**config.mk**
```make
export PLATFORM = sky130hd
export DESIGN_NAME = mesh_edge_feeder_flat
export DESIGN_NICKNAME = d
export VERILOG_FILES = /design/src/rtl/mesh_feed_pkg.sv /design/src/rtl/mesh_edge_feeder_if.sv /design/src/rtl/feeder_lane_fifo.sv /design/src/rtl/mesh_edge_feeder.sv /design/src/flat_wrapper.sv
export SDC_FILE = /design/constraint.sdc
export NUM_CORES = 1
export LEC_CHECK = 0
export ABC_AREA = 0
export BUFFER_PORTS_ARGS = -buffer_cell sky130_fd_sc_hd__buf_2
export CORE_MARGIN = 10
export CORE_UTILIZATION = 55
export DETAILED_ROUTE_END_ITERATION = 8
export PLACE_DENSITY = 0.81
export SLEW_MARGIN = 30
export SYNTH_ARGS = -nofsm -noshare
export SYNTH_HDL_FRONTEND = slang
export SYNTH_SLANG_ARGS = --single-unit
```
**constraint.sdc**
```tcl
create_clock -name clk -period 4.9 [get_ports clk]
set_input_delay 0.49 -clock clk [delete_from_list [all_inputs] [get_ports clk]]
set_output_delay 0.49 -clock clk [all_outputs]
set_load 0.02 [all_outputs]
```
**src/rtl/mesh_feed_pkg.sv**
```systemverilog
// Shared encodings for the mesh edge feeder: control FSM states and the
// mode / edge selector values latched at stream start.
package mesh_feed_pkg;

    typedef enum logic [1:0] {
        IDLE = 2'd0,
        RUN  = 2'd1,
        FIN  = 2'd2
    } feed_state_e;

    localparam logic MODE_SYSTOLIC = 1'b0;
    localparam logic MODE_DIRECT   = 1'b1;

    localparam logic DIR_NORTH = 1'b0;
    localparam logic DIR_WEST  = 1'b1;

endpackage

```
**src/rtl/mesh_edge_feeder_if.sv**
```systemverilog
// Load, control, configuration and edge-output bundle of the mesh edge feeder.
// master = the loader / controller side, slave = the feeder itself.
interface mesh_edge_feeder_if #(
    parameter int DW    = 32,
    parameter int LANES = 4,
    parameter int CFG_W = 64
);
    localparam int LW = (LANES > 1) ? $clog2(LANES) : 1;

    logic                  wr_valid;
    logic                  wr_ready;
    logic [LW-1:0]         wr_lane;
    logic [DW-1:0]         wr_data;
    logic                  start;
    logic                  mode;
    logic                  dir;
    logic                  cfg_valid;
    logic [CFG_W-1:0]      cfg_in;
    logic [CFG_W-1:0]      cfg_out;
    logic                  busy;
    logic                  done;
    logic [LANES-1:0]      west_valid;
    logic [LANES*DW-1:0]   west_data;
    logic [LANES-1:0]      north_valid;
    logic [LANES*DW-1:0]   north_data;

    modport master (
        output wr_valid, wr_lane, wr_data, start, mode, dir, cfg_valid, cfg_in,
        input  wr_ready, cfg_out, busy, done, west_valid, west_data, north_valid, north_data
    );

    modport slave (
        input  wr_valid, wr_lane, wr_data, start, mode, dir, cfg_valid, cfg_in,
        output wr_ready, cfg_out, busy, done, west_valid, west_data, north_valid, north_data
    );

endinterface

```
**src/rtl/feeder_lane_fifo.sv**
```systemverilog
// Per-lane word buffer: DEPTH entries (power of two), wrapping pointers,
// fill counter one bit wider than the pointers. Head word is shown
// combinationally; pushes to a full buffer and pops of an empty one are ignored.
module feeder_lane_fifo #(
    parameter int DW    = 32,
    parameter int DEPTH = 4
) (
    input  logic                     clk,
    input  logic                     rst_n,
    input  logic                     push,
    input  logic [DW-1:0]            push_data,
    input  logic                     pop,
    output logic [DW-1:0]            head,
    output logic [$clog2(DEPTH):0]   count,
    output logic                     full,
    output logic                     empty
);
    localparam int AW = $clog2(DEPTH);
    localparam int CW = AW + 1;

    logic [DW-1:0] mem_q [DEPTH];
    logic [AW-1:0] wptr_q, wptr_d, rptr_q, rptr_d;
    logic [CW-1:0] cnt_q, cnt_d;
    logic          do_push_s, do_pop_s;

    // Qualify requests against the fill level, then advance pointers and count.
    always_comb begin
        do_push_s = push && (cnt_q != CW'(DEPTH));
        do_pop_s  = pop && (cnt_q != '0);
        if (do_push_s) wptr_d = wptr_q + AW'(1);
        else           wptr_d = wptr_q;
        if (do_pop_s)  rptr_d = rptr_q + AW'(1);
        else           rptr_d = rptr_q;
        case ({do_push_s, do_pop_s})
            2'b10:   cnt_d = cnt_q + CW'(1);
            2'b01:   cnt_d = cnt_q - CW'(1);
            default: cnt_d = cnt_q;
        endcase
    end

    // Pointer and fill-level registers.
    always_ff @(posedge clk or negedge rst_n) begin
        if (!rst_n) begin
            wptr_q <= '0;
            rptr_q <= '0;
            cnt_q  <= '0;
        end else begin
            wptr_q <= wptr_d;
            rptr_q <= rptr_d;
            cnt_q  <= cnt_d;
        end
    end

    // Storage array, cleared on reset so stale words can never resurface.
    always_ff @(posedge clk or negedge rst_n) begin
        if (!rst_n) begin
            for (int k = 0; k < DEPTH; k++) mem_q[k] <= '0;
        end else if (do_push_s) begin
            mem_q[wptr_q] <= push_data;
        end
    end

    assign head  = mem_q[rptr_q];
    assign count = cnt_q;
    assign full  = (cnt_q == CW'(DEPTH));
    assign empty = (cnt_q == '0);

endmodule

```
**src/rtl/mesh_edge_feeder.sv**
```systemverilog
// Edge-injection block for the systolic mesh: buffers words per lane while
// idle, then streams them onto the west edge (skewed or direct) or the north
// edge (direct). Popped words pass one capture stage and one output register,
// so lane 0 data appears two edges after start is sampled. Also registers the
// configuration word forwarded to the mesh.
module mesh_edge_feeder #(
    parameter int DW        = 32,
    parameter int LANES     = 4,
    parameter int DEPTH     = 4,
    parameter int SKEW_STEP = 1,
    parameter int CFG_W     = 64
) (
    input  logic              clk,
    input  logic              reset,
    mesh_edge_feeder_if.slave bus
);
    import mesh_feed_pkg::*;

    localparam int TW = $clog2((LANES - 1) * SKEW_STEP + DEPTH + 1);
    localparam int CW = $clog2(DEPTH) + 1;
    localparam logic [TW-1:0] T_MAX = {TW{1'b1}};

    feed_state_e         state_q, state_d;
    logic [TW-1:0]       t_q, t_d;
    logic                mode_q, mode_d, dir_q, dir_d;
    logic                busy_q, busy_d, done_q, done_d;
    logic [LANES-1:0]    s1_valid_q, s1_valid_d;
    logic [LANES*DW-1:0] s1_data_q, s1_data_d;
    logic [LANES-1:0]    west_valid_q, west_valid_d, north_valid_q, north_valid_d;
    logic [LANES*DW-1:0] west_data_q, west_data_d, north_data_q, north_data_d;
    logic [CFG_W-1:0]    cfg_q, cfg_d;

    logic [LANES-1:0]    push_s, pop_s, full_s, empty_s;
    logic [DW-1:0]       head_s  [LANES];
    logic [CW-1:0]       count_s [LANES];
    logic                wr_ready_s, drained_s, west_sel_s;

    for (genvar g = 0; g < LANES; g++) begin : g_lane
        feeder_lane_fifo #(.DW(DW), .DEPTH(DEPTH)) u_fifo (
            .clk       (clk),
            .rst_n     (reset),
            .push      (push_s[g]),
            .push_data (bus.wr_data),
            .pop       (pop_s[g]),
            .head      (head_s[g]),
            .count     (count_s[g]),
            .full      (full_s[g]),
            .empty     (empty_s[g])
        );
    end

    // Write acceptance: only while idle, only to an existing lane with room.
    always_comb begin
        wr_ready_s = 1'b0;
        push_s     = '0;
        if (reset && (state_q == IDLE) && (32'(bus.wr_lane) < 32'(LANES))) begin
            wr_ready_s = !full_s[bus.wr_lane];
        end else begin
            wr_ready_s = 1'b0;
        end
        for (int i = 0; i < LANES; i++) begin
            push_s[i] = bus.wr_valid && wr_ready_s && (32'(bus.wr_lane) == 32'(i));
        end
    end

    // Pop scheduling: direct mode fires every lane from t=0, systolic mode
    // releases lane i once t reaches its skew; drained marks the final pop.
    always_comb begin
        pop_s     = '0;
        drained_s = 1'b1;
        for (int i = 0; i < LANES; i++) begin
            if ((state_q == RUN) && !empty_s[i]) begin
                pop_s[i] = (mode_q == MODE_DIRECT) || (32'(t_q) >= 32'(i * SKEW_STEP));
            end else begin
                pop_s[i] = 1'b0;
            end
            if (!empty_s[i] && !(pop_s[i] && (count_s[i] == CW'(1)))) drained_s = 1'b0;
            else                                                      drained_s = drained_s;
        end
    end

    // Control FSM next state, capture stage, edge routing and config capture.
    always_comb begin
        state_d = state_q;
        t_d     = t_q;
        mode_d  = mode_q;
        dir_d   = dir_q;
        case (state_q)
            IDLE: begin
                if (bus.start) begin
                    state_d = RUN;
                    t_d     = '0;
                    mode_d  = bus.mode;
                    dir_d   = bus.dir;
                end else begin
                    state_d = IDLE;
                end
            end
            RUN: begin
                if (t_q == T_MAX) t_d = t_q;
                else              t_d = t_q + TW'(1);
                if (drained_s) state_d = FIN;
                else           state_d = RUN;
            end
            FIN:     state_d = IDLE;
            default: state_d = IDLE;
        endcase
        busy_d = (state_d == RUN);
        done_d = (state_q == FIN);

        west_sel_s    = (mode_q == MODE_SYSTOLIC) || (dir_q == DIR_WEST);
        s1_valid_d    = pop_s;
        s1_data_d     = '0;
        west_valid_d  = '0;
        west_data_d   = '0;
        north_valid_d = '0;
        north_data_d  = '0;
        for (int i = 0; i < LANES; i++) begin
            if (pop_s[i]) s1_data_d[i*DW +: DW] = head_s[i];
            else          s1_data_d[i*DW +: DW] = '0;
            if (s1_valid_q[i] && west_sel_s) begin
                west_valid_d[i]          = 1'b1;
                west_data_d[i*DW +: DW]  = s1_data_q[i*DW +: DW];
            end else begin
                west_valid_d[i]          = 1'b0;
                west_data_d[i*DW +: DW]  = '0;
            end
            if (s1_valid_q[i] && !west_sel_s) begin
                north_valid_d[i]         = 1'b1;
                north_data_d[i*DW +: DW] = s1_data_q[i*DW +: DW];
            end else begin
                north_valid_d[i]         = 1'b0;
                north_data_d[i*DW +: DW] = '0;
            end
        end

        if (bus.cfg_valid) cfg_d = bus.cfg_in;
        else               cfg_d = cfg_q;
    end

    // All state and registered outputs; reset aborts any stream without a done pulse.
    always_ff @(posedge clk or negedge reset) begin
        if (!reset) begin
            state_q       <= IDLE;
            t_q           <= '0;
            mode_q        <= MODE_SYSTOLIC;
            dir_q         <= DIR_NORTH;
            busy_q        <= 1'b0;
            done_q        <= 1'b0;
            s1_valid_q    <= '0;
            s1_data_q     <= '0;
            west_valid_q  <= '0;
            west_data_q   <= '0;
            north_valid_q <= '0;
            north_data_q  <= '0;
            cfg_q         <= '0;
        end else begin
            state_q       <= state_d;
            t_q           <= t_d;
            mode_q        <= mode_d;
            dir_q         <= dir_d;
            busy_q        <= busy_d;
            done_q        <= done_d;
            s1_valid_q    <= s1_valid_d;
            s1_data_q     <= s1_data_d;
            west_valid_q  <= west_valid_d;
            west_data_q   <= west_data_d;
            north_valid_q <= north_valid_d;
            north_data_q  <= north_data_d;
            cfg_q         <= cfg_d;
        end
    end

    assign bus.wr_ready    = wr_ready_s;
    assign bus.cfg_out     = cfg_q;
    assign bus.busy        = busy_q;
    assign bus.done        = done_q;
    assign bus.west_valid  = west_valid_q;
    assign bus.west_data   = west_data_q;
    assign bus.north_valid = north_valid_q;
    assign bus.north_data  = north_data_q;

endmodule

```
**src/flat_wrapper.sv**
```systemverilog
// flat-port wrapper written by rule: the top's interface ports become plain ports
module mesh_edge_feeder_flat import mesh_feed_pkg::*;
#(
    parameter int DW        = 32,
    parameter int LANES     = 4,
    parameter int DEPTH     = 4,
    parameter int SKEW_STEP = 1,
    parameter int CFG_W     = 64
)
  (clk, reset, bus_wr_valid, bus_wr_lane, bus_wr_data, bus_start, bus_mode, bus_dir, bus_cfg_valid, bus_cfg_in, bus_wr_ready, bus_cfg_out, bus_busy, bus_done, bus_west_valid, bus_west_data, bus_north_valid, bus_north_data);
  mesh_edge_feeder_if #(.DW(DW), .LANES(LANES), .CFG_W(CFG_W)) bus_i ();
  input  logic clk;
  input  logic reset;
  input wire logic [$bits(bus_i.wr_valid)-1:0] bus_wr_valid;
  input wire logic [$bits(bus_i.wr_lane)-1:0] bus_wr_lane;
  input wire logic [$bits(bus_i.wr_data)-1:0] bus_wr_data;
  input wire logic [$bits(bus_i.start)-1:0] bus_start;
  input wire logic [$bits(bus_i.mode)-1:0] bus_mode;
  input wire logic [$bits(bus_i.dir)-1:0] bus_dir;
  input wire logic [$bits(bus_i.cfg_valid)-1:0] bus_cfg_valid;
  input wire logic [$bits(bus_i.cfg_in)-1:0] bus_cfg_in;
  output wire logic [$bits(bus_i.wr_ready)-1:0] bus_wr_ready;
  output wire logic [$bits(bus_i.cfg_out)-1:0] bus_cfg_out;
  output wire logic [$bits(bus_i.busy)-1:0] bus_busy;
  output wire logic [$bits(bus_i.done)-1:0] bus_done;
  output wire logic [$bits(bus_i.west_valid)-1:0] bus_west_valid;
  output wire logic [$bits(bus_i.west_data)-1:0] bus_west_data;
  output wire logic [$bits(bus_i.north_valid)-1:0] bus_north_valid;
  output wire logic [$bits(bus_i.north_data)-1:0] bus_north_data;
  assign bus_i.wr_valid = bus_wr_valid;
  assign bus_i.wr_lane = bus_wr_lane;
  assign bus_i.wr_data = bus_wr_data;
  assign bus_i.start = bus_start;
  assign bus_i.mode = bus_mode;
  assign bus_i.dir = bus_dir;
  assign bus_i.cfg_valid = bus_cfg_valid;
  assign bus_i.cfg_in = bus_cfg_in;
  assign bus_wr_ready = bus_i.wr_ready;
  assign bus_cfg_out = bus_i.cfg_out;
  assign bus_busy = bus_i.busy;
  assign bus_done = bus_i.done;
  assign bus_west_valid = bus_i.west_valid;
  assign bus_west_data = bus_i.west_data;
  assign bus_north_valid = bus_i.north_valid;
  assign bus_north_data = bus_i.north_data;
  mesh_edge_feeder #(.DW(DW), .LANES(LANES), .DEPTH(DEPTH), .SKEW_STEP(SKEW_STEP), .CFG_W(CFG_W)) u_core (.clk(clk), .reset(reset), .bus(bus_i));
endmodule
```
==> results of run 1 <==
## metal layers
layer  share of wire [%]  track usage (%)  vias up
li1                    -                -     9537
met3                 5.6             4.20      176
met4                 2.8             7.61       14
met2                  53             39.7      610
met5               0.088                0        -
met1                  39             27.0    11700
## state kept, by name, indices dropped and copies added, names as in the netlist, 2 cells and up
signal                       flops
u_core.bus.west_valid            4
u_core.g_lane.u_fifo.rptr_q      8
u_core.s1_data_q               128
u_core.state_q                   2
u_core.bus.west_data           128
u_core.g_lane.u_fifo.wptr_q      8
u_core.bus.cfg_out              64
u_core.g_lane.u_fifo.mem_q     512
u_core.bus.north_data          128
u_core.s1_valid_q                4
u_core.g_lane.u_fifo.count      12
u_core.bus.north_valid           4
u_core.t_q                       3
## through the flow
| step | util [%] | area (µm²) | setup WS [ps] |
|---|---|---|---|
| after floorplan | - | 39600 | 2910 |
| after global placement | 59.1 | 42200 | 1980 |
| after detailed placement | 59.1 | 42200 | 1920 |
| after CTS | 63.8 | 45600 | 1910 |
| after global routing | 63.9 | 45700 | 1810 |
| final | 63.9 | 45700 | 1930 |
## worst max-delay path, stage by stage, from the launching register on
cell and delay [ps]:
sky130_fd_sc_hd__dfrtp_1 420, sky130_fd_sc_hd__inv_1 100, sky130_fd_sc_hd__ha_1 320, sky130_fd_sc_hd__nand2_1 130
sky130_fd_sc_hd__mux4_2 490, sky130_fd_sc_hd__and3_1 210, sky130_fd_sc_hd__buf_2 160
## synth_stat cells
cell type,count,area (µm²)
sky130_fd_sc_hd__and4bb_1,1,12.5
sky130_fd_sc_hd__and3_1,260,1630
sky130_fd_sc_hd__mux4_2,129,2910
sky130_fd_sc_hd__mux2_2,209,2350
sky130_fd_sc_hd__nor2b_1,4,25.0
sky130_fd_sc_hd__a221oi_1,2,17.5
sky130_fd_sc_hd__and4b_1,2,20.0
sky130_fd_sc_hd__nor3_1,2,10.0
sky130_fd_sc_hd__nand3b_1,1,7.51
sky130_fd_sc_hd__xnor2_1,19,166
sky130_fd_sc_hd__ha_1,41,513
sky130_fd_sc_hd__nand2b_1,3,18.8
sky130_fd_sc_hd__nand2_1,24,90.1
sky130_fd_sc_hd__inv_1,26,97.6
sky130_fd_sc_hd__a21oi_1,2,10.0
sky130_fd_sc_hd__mux2i_1,4,40.0
sky130_fd_sc_hd__or2_2,1,6.26
sky130_fd_sc_hd__or4_1,2,15.0
sky130_fd_sc_hd__o211ai_1,1,7.51
sky130_fd_sc_hd__buf_1,1,3.75
sky130_fd_sc_hd__and4_1,1,8.76
sky130_fd_sc_hd__o22ai_1,1,6.26
sky130_fd_sc_hd__and2_1,137,857
sky130_fd_sc_hd__a211oi_1,1,7.51
sky130_fd_sc_hd__a221oi_2,2,30.0
sky130_fd_sc_hd__mux2_1,369,4160
sky130_fd_sc_hd__nor2_1,10,37.5
sky130_fd_sc_hd__clkbuf_1,127,477
sky130_fd_sc_hd__a31oi_1,1,6.26
sky130_fd_sc_hd__nand2_4,4,45.0
sky130_fd_sc_hd__buf_2,25,125
sky130_fd_sc_hd__nand2_2,12,75.1
sky130_fd_sc_hd__xor2_1,5,43.8
sky130_fd_sc_hd__dfrtp_1,1009,25200
sky130_fd_sc_hd__o21ai_0,16,80.1
sky130_fd_sc_hd__buf_4,4,30.0
sky130_fd_sc_hd__o31a_1,2,17.5
sky130_fd_sc_hd__buf_6,36,405
## power by group
group / switching (mW) / internal (mW) / total, mW
Sequential: 0.625 / 8.86 / 9.49
Combinational: 2.18 / 1.36 / 3.54
Clock: 3.15 / 4.59 / 7.74
Total: 5.96 / 14.8 / 20.8
## cell type report
cell class / count / area [µm²] / area share (%)
antenna: 5 / 12.5 / 0.0274
sequential: 1009 / 25300 / 55.3
clock inverter: 38 / 500 / 1.10
tap: 950 / 1190 / 2.60
multi-input combinational: 1268 / 13300 / 29.0
timing repair buffer: 464 / 2520 / 5.51
inverter: 26 / 97.6 / 0.214
clock buffer: 145 / 2860 / 6.26
## path summary, 6_finish.rpt
kind	slack, ps	cells after the start	endpoint	start
setup / recovery	1930	6	bus_wr_ready	u_core.g_lane[1].u_fifo.count[0]
hold / removal	80	2	u_core.bus.cfg_out[47]	bus_cfg_in[47]
setup reg to reg	2060	6	u_core.g_lane[3].u_fifo.mem_q[10]	u_core.g_lane[3].u_fifo.count[0]
hold reg to reg	480	1	u_core.g_lane[2].u_fifo.mem_q[10]	u_core.g_lane[2].u_fifo.mem_q[10]
max in group asynchronous	2420	5	u_core.g_lane[2].u_fifo.rptr_q[1]	reset
min in group asynchronous	300	2	u_core.bus.cfg_out[3]	reset
## what timing repair did
item / 4_1_cts / 5_1_grt
resized for setup: 0 / 0
hold endpoints to repair: 29 / 0
hold buffers: 1 / 0
## cell families after synthesis
group,Yosys count,share of synthesized area [%]
compound gates,28,0.461
buf+inv,219,2.88
flops,1009,63.8
simple gates,464,7.21
xor+xnor,24,0.531
mux,711,23.9
fa+ha+maj,41,1.30
==> report_table.html, run 1 <==
<table>
<tr><th>Metric</th><th>Value</th></tr>
<tr><th colspan="2">Timing</th></tr>
<tr><td>Maximum operating frequency</td><td>between 300 and 400 MHz</td></tr>
<tr><td>Tmin final</td><td>roughly 3000 ps</td></tr>
<tr><td>Total setup violations reported at the end of the flow</td><td>0</td></tr>
<tr><td>Total count of hold-check failures in the final report</td><td>0</td></tr>
<tr><td>Slew @ Worst Pin</td><td>approximately 1000 ps</td></tr>
<tr><td>Setup Skew</td><td>23.5 ps</td></tr>
<tr><td>RSZ-0062 raised after global routing</td><td>no</td></tr>
<tr><td>Final clock period utilization by the worst path</td><td>60.7%</td></tr>
<tr><td>Max-slew headroom at the worst pin</td><td>32.8%</td></tr>
<tr><td>Final hold slack</td><td>approximately 75 ps</td></tr>
<tr><td>TNS Setup</td><td>0 ps</td></tr>
<tr><td>Final Slew Violations</td><td>0</td></tr>
<tr><th colspan="2">Yosys</th></tr>
<tr><td>Syn Std Cell Area</td><td>39600 µm²</td></tr>
<tr><td>Synth cell types</td><td>38</td></tr>
<tr><td>Post-synth net total</td><td>2642</td></tr>
<tr><td>Fraction of the yosys area taken by sequential cells</td><td>63.8%</td></tr>
<tr><td>Synthesized instance count</td><td>2496</td></tr>
<tr><td>Warnings from Yosys</td><td>0</td></tr>
<tr><td>Number of synthesized register bits</td><td>~1.0k</td></tr>
<tr><td>Avg Cell Area, Syn</td><td>15.9 µm²</td></tr>
<tr><th colspan="2">Clocking</th></tr>
<tr><td>CTS clock-pin slew for the worst setup and hold paths</td><td>about 60 ps</td></tr>
<tr><td>Sink Count</td><td>a little over 1k</td></tr>
<tr><td>Clk Tree Root Cell</td><td>sky130_fd_sc_hd__clkbuf_16</td></tr>
<tr><td>Number of CTS-inserted buffers</td><td>99</td></tr>
<tr><td>Post-CTS Setup Inserts</td><td>0</td></tr>
<tr><td>Clock latency at the later pin of the worst-skew pair</td><td>650 ps</td></tr>
<tr><td>CTS tree</td><td>yes</td></tr>
<tr><td>Maximum level of the CTS H-tree</td><td>3</td></tr>
<tr><td>Number of buffers between clock root and the deepest sink</td><td>3</td></tr>
<tr><th colspan="2">Routing</th></tr>
<tr><td>Via total after detailed routing</td><td>22.0k</td></tr>
<tr><td>Via density per instance</td><td>5.64</td></tr>
<tr><td>Routed wire length</td><td>93400 µm</td></tr>
<tr><td>Remaining DRCs</td><td>0</td></tr>
<tr><td>Number of violations reported at the end of detailed-routing iteration 0</td><td>around 1.3k</td></tr>
<tr><td>Total iterations of the first detailed-routing run</td><td>5</td></tr>
<tr><td>Number of routed nets with antenna violations</td><td>0</td></tr>
<tr><td>Wire length per cell</td><td>23.9 µm</td></tr>
<tr><th colspan="2">Finish</th></tr>
<tr><td>Layout cell share with drive strength beyond 1</td><td>33.4%</td></tr>
<tr><td>Most used cells in the layout excluding fill and tap cells</td><td>sky130_fd_sc_hd__dfrtp_1 (1002), sky130_fd_sc_hd__buf_2 (434), sky130_fd_sc_hd__mux2_1 (369)</td></tr>
<tr><td>Number of fillers in the final layout</td><td>4839</td></tr>
<tr><td>Area growth, synth to finish</td><td>15.4%</td></tr>
<tr><td>Post-route non-filler standard cell count</td><td>3905</td></tr>
<tr><td>Number of nets at the end of the flow</td><td>3014</td></tr>
<tr><td>Most common library cell in the layout ignoring fill and taps</td><td>sky130_fd_sc_hd__dfrtp_1</td></tr>
<tr><th colspan="2">Floorplanning</th></tr>
<tr><td>Effective utilization at floorplan</td><td>55.4%</td></tr>
<tr><td>Full die area</td><td>approximately 83000 µm²</td></tr>
<tr><td>Die H</td><td>~290 µm</td></tr>
<tr><td>Core Rows</td><td>98</td></tr>
<tr><td>Die Width</td><td>about 290 µm</td></tr>
<tr><td>Io pins</td><td>436</td></tr>
<tr><td>Placeable core region</td><td>71500 µm²</td></tr>
<tr><th colspan="2">Power</th></tr>
<tr><td>Pleak</td><td>25.1 nW</td></tr>
<tr><td>Pwr Density</td><td>454 nW/µm²</td></tr>
<tr><td>Worst vdd ir</td><td>0.347 mV</td></tr>
<tr><td>Final Power</td><td>20.8 mW</td></tr>
<tr><th colspan="2">Placement</th></tr>
<tr><td>Port Buffers</td><td>435</td></tr>
<tr><td># placed instances</td><td>3714</td></tr>
<tr><td>Sum of net half-perimeters after detailed placement</td><td>61800 µm</td></tr>
<tr><td>Placer Congestion</td><td>~0.84</td></tr>
<tr><th colspan="2">Global route</th></tr>
<tr><td>Via count of the first global-routing pass</td><td>24.5k</td></tr>
<tr><td>Wire length of the first global-routing pass</td><td>between 100000 and 150000 µm</td></tr>
<tr><td>Remaining Overflow, GRT</td><td>0</td></tr>
<tr><td>Number of antenna violations at the first check in global routing</td><td>9</td></tr>
<tr><td>Pin count of the biggest net entering global routing</td><td>212</td></tr>
<tr><td>Total routing resource utilization after global routing</td><td>approximately 22%</td></tr>
<tr><th colspan="2">Critical path</th></tr>
<tr><td>Type of the worst setup path</td><td>reg -&gt; out</td></tr>
<tr><td>CP Data Required Time</td><td>approximately 4400 ps</td></tr>
<tr><td>CP arrival</td><td>2480 ps</td></tr>
<tr><td>Crit Path Max Fanout</td><td>6</td></tr>
<tr><td>Critical Path End Type</td><td>output port</td></tr>
<tr><td>Nature of the critical path startpoint</td><td>flop</td></tr>
<tr><th colspan="2">Outcome</th></tr>
<tr><td>Run status</td><td>finished, final reports clean</td></tr>
<tr><th colspan="2">Run</th></tr>
<tr><td>Max-cap viol count</td><td>0</td></tr>
<tr><th colspan="2">Min path</th></tr>
<tr><td>Min-delay worst type</td><td>in -&gt; reg</td></tr>
</table>
Power figures use the tool's default switching activity.
==> run 2: changes to the inputs <==
--- a/config.mk
+++ b/config.mk
@@ -8,7 +8,7 @@
 export ABC_AREA = 0
 export BUFFER_PORTS_ARGS = -buffer_cell sky130_fd_sc_hd__buf_2
 export CORE_MARGIN = 10
-export CORE_UTILIZATION = 55
+export CORE_UTILIZATION = 53
 export DETAILED_ROUTE_END_ITERATION = 8
 export PLACE_DENSITY = 0.81
 export SLEW_MARGIN = 30
==> constraint.sdc (replaced) <==
create_clock -name clk -period 2.5 [get_ports clk]
set_input_delay 0.25 -clock clk [delete_from_list [all_inputs] [get_ports clk]]
set_output_delay 0.25 -clock clk [all_outputs]
set_load 0.02 [all_outputs]
==> run 2 against run 1 <==
  * Sequential share of layout area is 1.9 points lower
  * Utilization is 0.14 points lower
  * Critical path type unchanged
  * Clock skew up 8.3 ps
==> report_table.html, run 2 (synthesized netlist as in run 1, its figures left out) <==
<table>
<tr><th>Metric</th><th>Value</th></tr>
<tr><th colspan="2">Finish</th></tr>
<tr><td>Most used cells in the layout excluding fill and tap cells</td><td>sky130_fd_sc_hd__dfrtp_1 (1002), sky130_fd_sc_hd__buf_2 (433), sky130_fd_sc_hd__mux2_1 (369)</td></tr>
<tr><td>Fin util</td><td>63.8%</td></tr>
<tr><td>Area growth, synth to finish</td><td>19.5%</td></tr>
<tr><td>Largest Register</td><td>u_core.g_lane.u_fifo.mem_q</td></tr>
<tr><td>Flip-flop count of the largest register, all copies and words added</td><td>between 500 and 600</td></tr>
<tr><td>Most common library cell in the layout ignoring fill and taps</td><td>sky130_fd_sc_hd__dfrtp_1</td></tr>
<tr><td>Number of fillers in the final layout</td><td>4952</td></tr>
<tr><td>Number of nets at the end of the flow</td><td>between 3k and 4k</td></tr>
<tr><td>Layout cell share with drive strength beyond 1</td><td>34.7%</td></tr>
<tr><th colspan="2">Routing</th></tr>
<tr><td>Remaining DRCs</td><td>0</td></tr>
<tr><td>Routed wire length</td><td>97700 µm</td></tr>
<tr><td>Wire length per cell</td><td>24.1 µm</td></tr>
<tr><td>Number of violations reported at the end of detailed-routing iteration 0</td><td>1437</td></tr>
<tr><td>Via density per instance</td><td>around 5.6</td></tr>
<tr><td>Via total after detailed routing</td><td>22.8k</td></tr>
<tr><td>Total iterations of the first detailed-routing run</td><td>5</td></tr>
<tr><td>Number of routed nets with antenna violations</td><td>0</td></tr>
<tr><th colspan="2">Clocking</th></tr>
<tr><td>Number of CTS-inserted buffers</td><td>100</td></tr>
<tr><td>Sink Count</td><td>between 1k and 1.5k</td></tr>
<tr><td>Number of buffers between clock root and the deepest sink</td><td>3</td></tr>
<tr><td>Maximum level of the CTS H-tree</td><td>3</td></tr>
<tr><td>CTS clock-pin slew for the worst setup and hold paths</td><td>around 60 ps</td></tr>
<tr><td>Clk Tree Root Cell</td><td>sky130_fd_sc_hd__clkbuf_16</td></tr>
<tr><td>CTS tree</td><td>yes</td></tr>
<tr><td>Clock latency at the later pin of the worst-skew pair</td><td>670 ps</td></tr>
<tr><th colspan="2">Power</th></tr>
<tr><td>Worst vdd ir</td><td>0.574 mV</td></tr>
<tr><td>Pwr Density</td><td>889 nW/µm²</td></tr>
<tr><td>Pleak</td><td>25.8 nW</td></tr>
<tr><th colspan="2">Global route</th></tr>
<tr><td>Met2 Use GR</td><td>39.4%</td></tr>
<tr><td>Met3 Usage GRT</td><td>around 4.7%</td></tr>
<tr><td>GR peak layer</td><td>met2</td></tr>
<tr><td>Via count of the first global-routing pass</td><td>25.0k</td></tr>
<tr><td>Remaining Overflow, GRT</td><td>0</td></tr>
<tr><td>Number of antenna violations at the first check in global routing</td><td>12</td></tr>
<tr><td>Pin count of the biggest net entering global routing</td><td>183</td></tr>
<tr><td>Total routing resource utilization after global routing</td><td>22.5%</td></tr>
<tr><td>Wire length of the first global-routing pass</td><td>about 150000 µm</td></tr>
<tr><td>Global Route met1 Usage</td><td>27.2%</td></tr>
<tr><th colspan="2">Timing</th></tr>
<tr><td>Total setup violations reported at the end of the flow</td><td>0</td></tr>
<tr><td>RSZ-0062 raised after global routing</td><td>no</td></tr>
<tr><td>Maximum operating frequency</td><td>approximately 400 MHz</td></tr>
<tr><td>Setup Skew</td><td>around 32 ps</td></tr>
<tr><td>Max-slew headroom at the worst pin</td><td>38.9%</td></tr>
<tr><td>Final Slew Violations</td><td>0</td></tr>
<tr><td>Total count of hold-check failures in the final report</td><td>0</td></tr>
<tr><td>TNS Setup</td><td>0 ps</td></tr>
<tr><td>Slew @ Worst Pin</td><td>916 ps</td></tr>
<tr><td>Final clock period utilization by the worst path</td><td>between 90% and 100%</td></tr>
<tr><td>Tmin final</td><td>2450 ps</td></tr>
<tr><th colspan="2">Critical path</th></tr>
<tr><td>CP Data Required Time</td><td>2250 ps</td></tr>
<tr><td>Type of the worst setup path</td><td>reg -&gt; out</td></tr>
<tr><td>Endpoint of the most critical register-to-register path</td><td>u_core.g_lane[2].u_fifo.count[2]</td></tr>
<tr><td>Critical Path End Type</td><td>output port</td></tr>
<tr><td>Setup slack on the worst flop-to-flop path</td><td>260 ps</td></tr>
<tr><td>Crit Path Max Fanout</td><td>2</td></tr>
<tr><td>Nature of the critical path startpoint</td><td>flop</td></tr>
<tr><td>CP arrival</td><td>2200 ps</td></tr>
<tr><td>R2R cell count</td><td>7</td></tr>
<tr><td>Origin of the critical flop-to-flop path</td><td>u_core.t_q[0]</td></tr>
<tr><th colspan="2">Placement</th></tr>
<tr><td>Sum of net half-perimeters after detailed placement</td><td>62700 µm</td></tr>
<tr><td>Placer Congestion</td><td>between 0.8 and 0.9</td></tr>
<tr><td>Port Buffers</td><td>435</td></tr>
<tr><th colspan="2">Outcome</th></tr>
<tr><td>Run status</td><td>finished, final reports clean</td></tr>
<tr><th colspan="2">Run</th></tr>
<tr><td>Max-cap viol count</td><td>0</td></tr>
<tr><th colspan="2">Floorplanning</th></tr>
<tr><td>Placeable core region</td><td>roughly 74000 µm²</td></tr>
<tr><td>Full die area</td><td>around 86000 µm²</td></tr>
<tr><td>Io pins</td><td>around 440</td></tr>
<tr><td>Core Rows</td><td>100</td></tr>
<tr><td>Effective utilization at floorplan</td><td>a little over half</td></tr>
<tr><td>Die H</td><td>293 µm</td></tr>
<tr><td>Die Width</td><td>293 µm</td></tr>
<tr><th colspan="2">Min path</th></tr>
<tr><td>Min-Delay Endpoint</td><td>u_core.dir_q</td></tr>
<tr><td>Min-delay worst type</td><td>in -&gt; reg</td></tr>
<tr><td>Hold Path Stages</td><td>3</td></tr>
<tr><td>Critical hold path startpoint</td><td>bus_start</td></tr>
</table>
## run 2: cell types whose count changed in the layout (fill, tap and decap cells not counted), sizes merged
| cell | previous run | this run |
|---|---|---|
| dlygate4sd3 | 1 | 70 |
| buf | 463 | 520 |
| clkbuf | 145 | 148 |
| diode | 5 | 7 |
| bufinv | 10 | 11 |
| clkinv | 22 | 21 |
| inv | 29 | 28 |
## run 2: per-stage QoR
stage / hold WS [ps] / power (mW) / setup WS (ps) / instances / instance area [µm²]
after detailed placement: 381 / 26.1 / 149 / 3767 / 42700
final: 42.6 / 42.1 / 50.6 / 4054 / 47300
after global placement: 364 / 25.7 / 249 / 3767 / 42700
after global routing: 41.0 / 43.9 / 0.348 / 4051 / 47300
after floorplan: -45.6 / 23.2 / 526 / 2496 / 39600
after CTS: -124 / 42.3 / 8.76 / 4037 / 47200
## run 2: layout make-up
cell class | count | area (µm²) | share of cell area [%]
repair buffers | 590 | 3890 | 8.22
flip-flops and latches | 1009 | 25300 | 53.4
multi-input cells | 1268 | 13300 | 28.1
well taps | 969 | 1210 | 2.56
clock inverters | 37 | 553 | 1.17
diodes | 7 | 17.5 | 0.0370
inverters | 26 | 97.6 | 0.206
clock buffers | 148 | 2980 | 6.30
## run 2: critical path, cell delays in order, from the launching register on
cell and delay [ps]:
sky130_fd_sc_hd__dfrtp_1 400, sky130_fd_sc_hd__inv_2 90, sky130_fd_sc_hd__ha_4 140, sky130_fd_sc_hd__nand2_1 70
sky130_fd_sc_hd__mux4_2 490, sky130_fd_sc_hd__and3_4 210, sky130_fd_sc_hd__buf_6 130
## run 2: what timing repair did
action / CTS / global route
setup endpoints to repair: 1 / 1
gates resized for setup: 18 / 2
hold endpoints to repair: 363 / 124
hold buffers: 72 / 2
pin swaps: 3 / 1
gates cloned: 0 / 0
buffers inserted: 13 / 6
## run 2: worst max-delay path by stage
stage	slack, ps	startpoint	end	cells past startpoint
global placement	250	u_core.g_lane[1].u_fifo.count[0]	u_core.g_lane[1].u_fifo.mem_q[0]	7
floorplan	530	u_core.t_q[0]	u_core.g_lane[2].u_fifo.count[2]	7
detailed placement	150	u_core.g_lane[3].u_fifo.count[0]	u_core.g_lane[3].u_fifo.mem_q[10]	7
CTS	9	u_core.g_lane[0].u_fifo.count[0]	bus_wr_ready	6
finish	50	u_core.g_lane[2].u_fifo.count[1]	bus_wr_ready	6
global route	0.3	u_core.g_lane[1].u_fifo.count[1]	bus_wr_ready	6
## run 2: routing by layer
metal | vias to the layer above | routed length (µm)
li1 | 9816 | -
met1 | 12100 | 38500
met2 | 674 | 50500
met3 | 194 | 5290
met4 | 10 | 3360
met5 | - | 55
## run 2: where the power goes
part           switching (mW)  leakage (nW)  internal, mW
clock network            6.29          1.74          9.43
registers                1.00          13.8          17.4
logic                    4.78          10.3          3.19
